$ cat config.mk
export PLATFORM = sky130hd
export DESIGN_NAME = pump_duty_ramp
export DESIGN_NICKNAME = d
export VERILOG_FILES = /design/src/rtl/pump_duty_ramp.sv
export SDC_FILE = /design/constraint.sdc
export NUM_CORES = 1
export LEC_CHECK = 0
export CAP_MARGIN = 15
export CORE_UTILIZATION = 30
export DETAILED_ROUTE_END_ITERATION = 10
export GPL_ROUTABILITY_DRIVEN = 0
export GPL_TIMING_DRIVEN = 1
export PLACE_DENSITY = 0.44
export SYNTH_ARGS = -nofsm -noshare
export SYNTH_HDL_FRONTEND = slang
export SYNTH_SLANG_ARGS = --single-unit
$ cat constraint.sdc
create_clock -name clk -period 3.7 [get_ports clk]
set_input_delay 0.74 -clock clk [delete_from_list [all_inputs] [get_ports clk]]
set_output_delay 0.74 -clock clk [all_outputs]
set_load 0.01 [all_outputs]
$ cat src/rtl/pump_duty_ramp.sv
// Per-pump duty slew limiter with emergency stop and minimum-off-time lockout.
// Sits between the filter FSM's duty request and the PWM generator.
module pump_duty_ramp #(
  parameter int unsigned STEP          = 8,
  parameter int unsigned TICK_DIV      = 50_000,
  parameter int unsigned LOCKOUT_TICKS = 2000
) (
  input  logic       clk,
  input  logic       reset,
  input  logic [7:0] target_duty,
  input  logic       force_off,
  output logic [7:0] duty_out,
  output logic       at_target,
  output logic       lockout_active
);

  localparam int unsigned TW = (TICK_DIV > 1) ? $clog2(TICK_DIV) : 1;
  localparam int unsigned LW = $clog2(LOCKOUT_TICKS + 1);
  localparam logic [TW-1:0] TICK_LAST = TW'(TICK_DIV - 1);
  localparam logic [LW-1:0] LOCK_LOAD = LW'(LOCKOUT_TICKS);
  localparam logic [8:0]    STEP9     = 9'(STEP);

  typedef enum logic [1:0] {
    ST_IDLE    = 2'd0,
    ST_RAMP    = 2'd1,
    ST_HOLD    = 2'd2,
    ST_LOCKOUT = 2'd3
  } state_e;

  state_e          state_q, state_d;
  logic [7:0]      duty_q, duty_d;
  logic [TW-1:0]   tick_cnt_q, tick_cnt_d;
  logic [LW-1:0]   lock_cnt_q, lock_cnt_d;
  logic            lockout_q;
  logic            tick_s;
  logic [7:0]      step_duty_s;
  logic [8:0]      duty9_s, tgt9_s, up9_s, dn9_s;

  // Free-running ramp tick divider
  always_comb begin
    tick_s     = 1'b0;
    tick_cnt_d = tick_cnt_q + TW'(1);
    if (tick_cnt_q == TICK_LAST) begin
      tick_s     = 1'b1;
      tick_cnt_d = '0;
    end else begin
      tick_s     = 1'b0;
      tick_cnt_d = tick_cnt_q + TW'(1);
    end
  end

  // One clamped step toward the current target; 9-bit math keeps 255/0 from wrapping
  always_comb begin
    duty9_s     = {1'b0, duty_q};
    tgt9_s      = {1'b0, target_duty};
    up9_s       = duty9_s + STEP9;
    dn9_s       = duty9_s - STEP9;
    step_duty_s = duty_q;
    if (duty_q < target_duty) begin
      step_duty_s = (up9_s > tgt9_s) ? target_duty : up9_s[7:0];
    end else if (duty_q > target_duty) begin
      step_duty_s = (duty9_s <= (tgt9_s + STEP9)) ? target_duty : dn9_s[7:0];
    end else begin
      step_duty_s = duty_q;
    end
  end

  // Next-state, duty and lockout counter decode; force_off overrides every state
  always_comb begin
    state_d    = state_q;
    duty_d     = duty_q;
    lock_cnt_d = lock_cnt_q;
    if (force_off) begin
      state_d    = ST_LOCKOUT;
      duty_d     = 8'd0;
      lock_cnt_d = LOCK_LOAD;
    end else begin
      case (state_q)
        ST_IDLE: begin
          duty_d = 8'd0;
          if (target_duty != 8'd0) begin
            state_d = ST_RAMP;
          end else begin
            state_d = ST_IDLE;
          end
        end
        ST_RAMP: begin
          if (tick_s) begin
            duty_d = step_duty_s;
            if ((step_duty_s == target_duty) && (target_duty != 8'd0)) begin
              state_d = ST_HOLD;
            end else if (step_duty_s == 8'd0) begin
              // Zero reached by ramping down must honour the off time;
              // a request withdrawn before any step simply falls back to idle.
              if (duty_q != 8'd0) begin
                state_d    = ST_LOCKOUT;
                lock_cnt_d = LOCK_LOAD;
              end else begin
                state_d = ST_IDLE;
              end
            end else begin
              state_d = ST_RAMP;
            end
          end else begin
            state_d = ST_RAMP;
          end
        end
        ST_HOLD: begin
          if (target_duty != duty_q) begin
            state_d = ST_RAMP;
          end else begin
            state_d = ST_HOLD;
          end
        end
        ST_LOCKOUT: begin
          duty_d = 8'd0;
          if (tick_s) begin
            if (lock_cnt_q <= LW'(1)) begin
              state_d    = ST_IDLE;
              lock_cnt_d = '0;
            end else begin
              lock_cnt_d = lock_cnt_q - LW'(1);
            end
          end else begin
            lock_cnt_d = lock_cnt_q;
          end
        end
        default: begin
          state_d    = ST_LOCKOUT;
          duty_d     = 8'd0;
          lock_cnt_d = LOCK_LOAD;
        end
      endcase
    end
  end

  // State and output registers with synchronous reset
  always_ff @(posedge clk) begin
    if (reset) begin
      state_q    <= ST_IDLE;
      duty_q     <= 8'd0;
      tick_cnt_q <= '0;
      lock_cnt_q <= '0;
      lockout_q  <= 1'b0;
    end else begin
      state_q    <= state_d;
      duty_q     <= duty_d;
      tick_cnt_q <= tick_cnt_d;
      lock_cnt_q <= lock_cnt_d;
      lockout_q  <= (state_d == ST_LOCKOUT);
    end
  end

  assign duty_out       = duty_q;
  assign lockout_active = lockout_q;
  assign at_target      = (duty_q == target_duty) && (state_q != ST_LOCKOUT);

endmodule
# --- After elaboration in Yosys (flattened, before gate mapping) ---
# Cells that the tools add are included.
op_classes:
  div_mod_pow: 0
  mul: 0
  magnitude_cmp: 5
  n_eq_ne: 19
  n_addsub: 5
  shift: 0
  n_reduce_logical: 15
  bitwise: 0
  n_mux: 25
ops:
  columns: ["operator", "n"]
  rows:
  - ["two-way mux 11 bit", 7]
  - ["two-way mux 8 bit", 5]
  - ["one-hot mux 11 bit (2 select lines)", 1]
  - ["adder 8 x 4 -> 9 bit (second input constant)", 2]
  - ["adder 16 x 1 -> 16 bit (second input constant)", 1]
  - ["== test 16 bit (second input constant)", 1]
  - ["== test 8 bit", 2]
  - ["two-way mux 2 bit", 8]
  - ["one-hot mux 8 bit (2 select lines)", 1]
  - ["nonzero test 8 bit", 2]
  - ["inequality test 3 bit (second input constant)", 5]
  - ["inequality test 2 bit (second input constant)", 6]
  - ["AND reduction 6 bit", 2]
  - ["less-or-equal comparator 11 x 1 -> 1 bit (second input constant)", 1]
  - ["subtractor 11 x 1 -> 11 bit (second input constant)", 1]
  - ["> comparator 9 x 8 -> 1 bit", 1]
  - ["less-or-equal comparator 8 x 9 -> 1 bit", 1]
  - ["> comparator 8 bit", 1]
  - ["zero test 8 bit", 1]
  - ["< comparator 8 bit", 1]
  - ["inequality test 8 bit", 1]
  - ["one-hot mux 2 bit (4 select lines)", 1]
  - ["subtractor 8 x 4 -> 8 bit (second input constant)", 1]
  - ["== test 2 bit (second input constant)", 3]
  - ["other kinds (8)", 13]
word_totals:
  romBits: 0
  in_bits: 11
  ff_bits: 38
  latchBits: 0
  out_inout_bits: 10
  ramBits: 0
  elab_cells: 75
  mem_count: 0

# --- Logic depth before layout (Yosys ltp) ---
# Gate-level depths: netlist (run 1).
logic_depth:
  depth_word: 12
  depth_mapped: 16
  mapped_depth_nobuf: 14

# --- Worst setup path before layout (run 1) ---
# OpenSTA, ideal clock, no wires.
synth_timing:
  path_type: "input -> register"
  from: "in target_duty[3]"
  to: "reg lock_cnt_q[7]"
  arrival_ns: 3.645
  slack_ns: -0.087
  n_path_buf: 0
  setup_ns: 0.142
  cell_stages: 14
  t_required_ns: 3.558
  path_cell_list: "ha_1 -> nand3_1 -> xnor2_1 -> ha_1 -> nand3_1 -> or3_4 -> o21a_4 -> a32oi_2 -> a21oi_2 -> a311oi_2 -> nand3_2 -> or2_4 -> a2111oi_4 -> a211oi_1"
synth_between:
  elab_chain_cells: 9
  word_cells_on_any_way: 16
  cone_classes: "add/sub: 1; order compare: 4; eq/ne: 3; mux: 4; reduce/logical: 4"
synth_lines:
  columns: ["item", "line", "rtl"]
  rows:
  - ["start: declaration", "10", "input logic [7:0] target_duty,"]
  - ["adder 8 x 4 -> 9 bit", "62", "step_duty_s = (duty9_s <= (tgt9_s + STEP9)) ? target_duty : dn9_s[7:0];"]
  - ["less-or-equal comparator 8 x 9 -> 1 bit", "62", null]
  - ["two-way mux 8 bit", "62", null]
  - ["two-way mux 8 bit", "61", "end else if (duty_q > target_duty) begin"]
  - ["two-way mux 8 bit", "59", "if (duty_q < target_duty) begin"]
  - ["== test 8 bit", "90", "if ((step_duty_s == target_duty) && (target_duty != 8'd0)) begin"]
  - ["logical AND 1 bit", "90", null]
  - ["inequality test 3 bit (no line)", null, null]
  - ["AND reduction 6 bit (no line) *", null, null]
  - ["end signal: assignment", "149", "lock_cnt_q <= lock_cnt_d;"]
  - ["end: declaration", "33", "logic [LW-1:0] lock_cnt_q, lock_cnt_d;"]
# Mark *: on every way between the ends. The rest lies on a longest branch, timed or not.
# A chain may end at the register's enable or synchronous reset.

# --- Worst setup path in the final report (run 1) ---
layout_timing:
  from: "in target_duty[3]"
  to: "reg lock_cnt_q[4]"
# The elaborated chain is that of the path after synthesis.

==> flow_metrics.py, run 1 <==
metrics = {
    "layout": {
        "instances_no_fill": 689,
        "area_delta_synth_final_pct": 50.7,
        "final_nets": 587,
        "num_antenna_cells": 0,
        "fin_util_pct": 46.6,
        "drive_above_1_share_pct": 38.8,
    },
    "floorplan": {
        "start_util_pct": 30.9,
        "rows": 38,
        "fp.dieW_um": 108,
        "core_area_um2": 10900,
        "io_pins": 21,
        "die_height_um": 108,
        "die_area_um2": 11700,
    },
    "critical_path": {
        "worstPathRequired_ps": 3910,
        "critPathArrivalTime_ps": 3970,
        "reg2reg_from": "duty_out[4]",
        "start_kind": "input pin",
        "ff2ff_path_depth": 14,
        "criticalPathCategory": "in2reg",
        "r2r-end": "lock_cnt_q[4]",
        "worst-path-max-fanout": 5,
        "reg2reg_slack_ps": 70,
        "end_kind": "register",
    },
    "synthesis": {
        "syn-cell-area_um2": 3370,
        "synth_cell_types": 74,
        "synth_edf_count": 0,
        "synth_warnings": 0,
        "seq_area_frac_synth_pct": 22.6,
        "synth_nets": 463,
        "synthArstFlopShare_pct": 0,
        "yosys.area.top_type": "dfxtp_1",
        "synth_top_area_share_pct": 22.6,
        "synth_cells": 424,
        "post-synth-top-count-cell": "nor2_1",
        "synth.avg_cell_area_um2": 7.94,
        "synth_area_leaders": "dfxtp_1, ha_1, nor2_1, a21oi_1, xnor2_1",
        "yosys_register_bits": 38,
        "synth.top_cells.by_count": "nor2_1, dfxtp_1, nand2_1",
        "synth_flop_cell": "dfxtp_1",
    },
    "placed_design": {
        "dp.cells": 665,
        "dp_hpwl_um": 8940,
        "io_buffers": 20,
    },
    "route": {
        "firstDrtPassIters": 4,
        "drt_iter0_drc": 189,
        "vias": 3655,
        "wl_per_cell_um": 16.7,
        "drc": 0,
        "avgViaCountPerCell": 5.30,
        "ant_nets": 0,
        "drt-total-wl_um": 11500,
    },
    "clock_network": {
        "cts_inserted_buffers": 5,
        "cts_root_buf": "clkbuf_8",
        "postCtsHoldBufs": 0,
        "cts_max_path_buffers": 2,
        "insertion_delay_ps": 290,
        "clkSlewWorstSetupHoldPaths_ps": 70,
        "cts_sinks": 38,
        "cts-htree-levels": 2,
        "tritoncts": "yes",
    },
    "worst_hold_path": {
        "hold_start": "tick_cnt_q[0]",
        "hold_depth": 1,
        "hp-class": "reg2reg",
        "min_to": "tick_cnt_q[0]",
    },
    "pwr": {
        "p_leak_nw": 2.10,
        "powerDensity_nw_per_um2": 195,
        "ir_drop_mv": 0.199,
        "power.total_w": 0.000988,
    },
    "global_routing": {
        "grt_pass1_wl_um": 17900,
        "grt_usage_pct": 19.9,
        "antenna_found_initial": 0,
        "grt_pass1_vias": 3550,
        "grt_overflow": 0,
        "grt_max_degree": 16,
    },
    "status": {
        "failed_checks": "setup timing",
        "status": "complete, but fails checks",
    },
    "timing": {
        "worst_slack_ps": -65.6,
        "setup_viol": 4,
        "timing.final.hold_violations": 0,
        "period_needed_ps": 3770,
        "worst-slew-pin-transition_ps": 626,
        "rsz0062_at_grt": "yes",
        "finalClockSkew_ps": 8.48,
        "finalSetupTns_ps": -138,
        "hold_ws_ps": 439,
        "drv_slew": 0,
        "maxSlewHeadroom_pct": 57.9,
        "fin_crit_sh_pct": 102,
        "max_freq_ghz": 0.266,
    },
    "run": {
        "drv_cap": 0,
    },
}
-- power by group --
part | switching [W] | internal, W
registers | 0.00000838 | 0.000418
logic | 0.000113 | 0.0000955
clock network | 0.000154 | 0.000199
total | 0.000276 | 0.000712
-- through the flow --
stage | area (um^2) | setup slack [ps]
floorplan | 3400 | 0.169
global placement | 4410 | -902
detailed placement | 4410 | -875
CTS | 4730 | -95.6
global route | 5070 | -167
finish | 5070 | -65.6
-- flip-flops by register name, summed over array words and instances, names as in the netlist --
name,flops
tick_cnt_q,16
duty_out,8
state_q,2
lock_cnt_q,11
lockout_active,1
-- worst max path at each step --
stage / from / endpoint / cells past startpoint
6_report: target_duty[3] / lock_cnt_q[4] / 16
5_1_grt: target_duty[3] / lock_cnt_q[4] / 16
4_1_cts: target_duty[4] / lock_cnt_q[7] / 16
3_5_place_dp: target_duty[4] / lock_cnt_q[7] / 15
3_3_place_gp: target_duty[5] / lock_cnt_q[7] / 14
2_1_floorplan: target_duty[3] / lock_cnt_q[4] / 14
-- placed cells by master (no fill, tap or decap), types with 11 or more instances in the layout --
| master | count |
|---|---|
| inv_1 | 23 |
| nand2_1 | 30 |
| ha_1 | 22 |
| nor3_1 | 18 |
| a21oi_2 | 11 |
| xnor2_1 | 11 |
| nor2_1 | 39 |
| buf_4 | 100 |
| clkdlybuf4s50_1 | 12 |
| a21oi_1 | 17 |
| dfxtp_1 | 36 |
| nand3_1 | 12 |
| o21ai_0 | 11 |
| xor2_1 | 11 |
-- metal layers --
metal / track usage [%] / up-vias / routed length (um)
met2: 35.8 / 64 / 5880
met3: 2.59 / 23 / 305
met1: 23.6 / 1738 / 5020
met4: 8.02 / 0 / 338
met5: 0 / - / 0
li1: - / 1830 / -
-- what timing repair did --
item / in CTS / in global routing
endpoints found under the hold margin: 0 / 0
endpoints found under the setup margin: 15 / 15
cloned: 0 / 1
setup buffers: 8 / 8
pin swaps: 24 / 44
gates resized for setup: 53 / 61
-- worst max-delay path, cell delays in order --
cell and delay, ps:
buf_8 100, ha_4 160, buf_6 110, xnor2_2 120, ha_1 310, nand3_4 120
or3_4 420, buf_4 150, o21ai_4 110, buf_6 140, nand2_1 80, a221oi_2 320
nand3_2 180, or2_4 300, a221o_1 370, a221oi_2 230
-- area by class of cell --
type | instances | area, um^2
inverters | 28 | 105
flip-flops and latches | 38 | 766
repair buffers | 127 | 1030
multi-input cells | 348 | 2890
well taps | 140 | 175
clock inverters | 3 | 40.0
clock buffers | 5 | 68.8
fillers | 1105 | 5810
-- kinds of logic after synthesis --
logic type / synth area share, %
AND/OR/NAND/NOR: 26.3
AO/OA/AOI/OAI: 28.4
buffers and inverters: 4.42
flip-flops: 22.6
adder cells (fa/ha/maj): 10.4
XOR/XNOR: 7.02
multiplexers: 0.892
Power figures use the tool's default switching activity.
==> inputs of run 2 (changes only) <==
--- a/config.mk
+++ b/config.mk
@@ -6,11 +6,13 @@
 export NUM_CORES = 1
 export LEC_CHECK = 0
 export CAP_MARGIN = 15
+export CORE_MARGIN = 2
 export CORE_UTILIZATION = 30
 export DETAILED_ROUTE_END_ITERATION = 10
 export GPL_ROUTABILITY_DRIVEN = 0
 export GPL_TIMING_DRIVEN = 1
 export PLACE_DENSITY = 0.44
+export REMOVE_ABC_BUFFERS = 1
 export SYNTH_ARGS = -nofsm -noshare
 export SYNTH_HDL_FRONTEND = slang
 export SYNTH_SLANG_ARGS = --single-unit
==> run 2 against run 1 <==
The run still ends with setup timing left. Worst setup slack better by 44 ps. Utilization grew 0.59 points. Cell count up 0.44%. Via count shrank 0.27%. Critical endpoint is now lock_cnt_q[7].
==> flow_metrics.py, run 2 (synthesis results as in run 1) <==
metrics = {
    "critical_path": {
        "reg2reg_from": "duty_out[4]",
        "criticalPathCategory": "in2reg",
        "path_delay_family": "compound AO/OA/AOI/OAI gates",
        "reg2reg_slack_ps": 10,
        "worst-path-buf-inv": 3,
        "startpoint": "target_duty[4]",
        "critPathSlowestCell": "or3_4",
        "setup.worst_path.end": "lock_cnt_q[7]",
        "crit_path_cell_trace": "buf_8, ha_4, buf_6, xnor2_2, ha_1, nand3_4, or3_4, o21a_4, a32oi_4, a21oi_2, a311oi_2, nand3_2, or2_4, a2111oi_4, buf_4, a211oi_2",
        "ff2ff_path_depth": 15,
        "critPathArrivalTime_ps": 3900,
        "path_depth": 16,
        "start_kind": "input pin",
        "worst-path-max-fanout": 4,
        "end_kind": "register",
        "worstPathRequired_ps": 3880,
        "critPathMaxStageDelay_ps": 420,
        "r2r-end": "lock_cnt_q[7]",
    },
    "clock_network": {
        "cts_sinks": 38,
        "cts_root_buf": "clkbuf_8",
        "tritoncts": "yes",
        "insertion_delay_ps": 300,
        "cts_inserted_buffers": 5,
        "clkSlewWorstSetupHoldPaths_ps": 70,
        "cts_max_path_buffers": 2,
        "cts-htree-levels": 2,
    },
    "timing": {
        "hold_ws_ps": 445,
        "finalClockSkew_ps": 5.29,
        "timing.final.hold_violations": 0,
        "worst-slew-pin-transition_ps": 579,
        "drv_slew": 0,
        "fin_crit_sh_pct": 101,
        "period_needed_ps": 3720,
        "max_freq_ghz": 0.269,
        "worst_slack_ps": -22.0,
        "maxSlewHeadroom_pct": 61.4,
        "setup_viol": 5,
        "rsz0062_at_grt": "yes",
    },
    "route": {
        "ant_nets": 0,
        "vias": 3645,
        "drt_iter0_drc": 163,
        "drt-total-wl_um": 11300,
        "drc": 0,
        "avgViaCountPerCell": 5.27,
        "wl_per_cell_um": 16.4,
        "firstDrtPassIters": 4,
    },
    "placed_design": {
        "dp_hpwl_um": 8800,
        "io_buffers": 20,
        "dp.cells": 668,
    },
    "pwr": {
        "ir_drop_mv": 0.196,
        "power.total_w": 0.000946,
        "internal-power_w": 0.000670,
        "clkPwrFrac_pct": 32.0,
        "powerDensity_nw_per_um2": 184,
        "p_seq_share_pct": 45.1,
        "netSwitchingFraction_pct": 29.2,
        "power.switching_w": 0.000276,
        "combPwrFrac_pct": 22.9,
        "p_leak_nw": 2.09,
    },
    "layout": {
        "area_delta_synth_final_pct": 52.6,
        "final_nets": 590,
        "num_antenna_cells": 0,
        "fin_util_pct": 47.2,
        "largest_reg_flops": 16,
        "drive_above_1_share_pct": 38.4,
        "final_common_cell": "buf_4",
        "instances_no_fill": 692,
        "largest_register": "tick_cnt_q",
        "final_cell_mix": "buf_4, nor2_1, dfxtp_1, nand2_1, inv_1",
    },
    "global_routing": {
        "grt_max_degree": 16,
        "grt_most_used_layer": "met2",
        "grt_usage_pct": 19.7,
        "use_met3_pct": 2.37,
        "grt_overflow": 0,
        "met2_usage_pct": 34.9,
        "grt_pass1_wl_um": 18600,
        "grt_pass1_vias": 3665,
        "met1_usage_pct": 24.5,
        "antenna_found_initial": 0,
    },
    "worst_hold_path": {
        "hp-class": "reg2reg",
    },
    "floorplan": {
        "core_area_um2": 10900,
        "start_util_pct": 30.9,
        "io_pins": 21,
        "fp.dieW_um": 110,
        "rows": 38,
        "die_height_um": 110,
        "die_area_um2": 12100,
    },
    "run": {
        "drv_cap": 0,
    },
    "status": {
        "status": "complete, but fails checks",
        "failed_checks": "setup timing",
    },
}
==> run 2: area by class of cell <==
| type | count | area (um^2) |
|---|---|---|
| flip-flops and latches | 38 | 766 |
| clock inverters | 2 | 12.5 |
| clock buffers | 6 | 82.6 |
| inverters | 28 | 108 |
| repair buffers | 130 | 1050 |
| multi-input cells | 348 | 2940 |
| fillers | 1104 | 5750 |
| well taps | 140 | 175 |
==> run 2: repair_timing <==
item,in CTS,in global routing
gates resized for setup,63,51
endpoints found under the setup margin,18,14
setup buffers,9,7
gates cloned,0,1
hold buffers,0,0
pin swaps,23,34
==> run 2: how the worst min path moves through the flow <==
| stage | cells after the start | slack (ps) | to | from |
|---|---|---|---|---|
| after floorplan | 1 | 410 | tick_cnt_q[0] | tick_cnt_q[0] |
| after global placement | 1 | 430 | tick_cnt_q[0] | tick_cnt_q[0] |
| after detailed placement | 1 | 430 | tick_cnt_q[0] | tick_cnt_q[0] |
| after CTS | 1 | 440 | tick_cnt_q[0] | tick_cnt_q[0] |
| after global routing | 1 | 470 | tick_cnt_q[0] | tick_cnt_q[0] |
| final | 1 | 450 | tick_cnt_q[0] | tick_cnt_q[0] |
==> run 2: metal layers <==
metal  vias up  part of all wire [%]  wire length, um
li1       1832                     -                -
met1      1741                    45             5110
met2        56                    51             5730
met3        16                   2.2              249
met4         0                   2.2              254
met5         -                     0                0
==> run 2: power groups by stage <==
stage	Clock (W)	Sequential (W)	Combinational, W
2_1_floorplan	0	0.000435	0.0000952
3_3_place_gp	0	0.000437	0.000175
3_5_place_dp	0	0.000436	0.000176
4_1_cts	0.000322	0.000427	0.000193
5_1_grt	0.000339	0.000428	0.000236
6_report	0.000303	0.000426	0.000216
==> run 2: per-stage QoR <==
step | instance area (um^2) | setup slack [ps] | setup TNS (ps)
3_5_place_dp | 4410 | -1020 | -14500
3_3_place_gp | 4410 | -881 | -12590
5_1_grt | 5140 | -125 | -858
6_report | 5140 | -22.0 | -72.4
2_1_floorplan | 3320 | -363 | -2820
4_1_cts | 4770 | -9.80 | -27.1
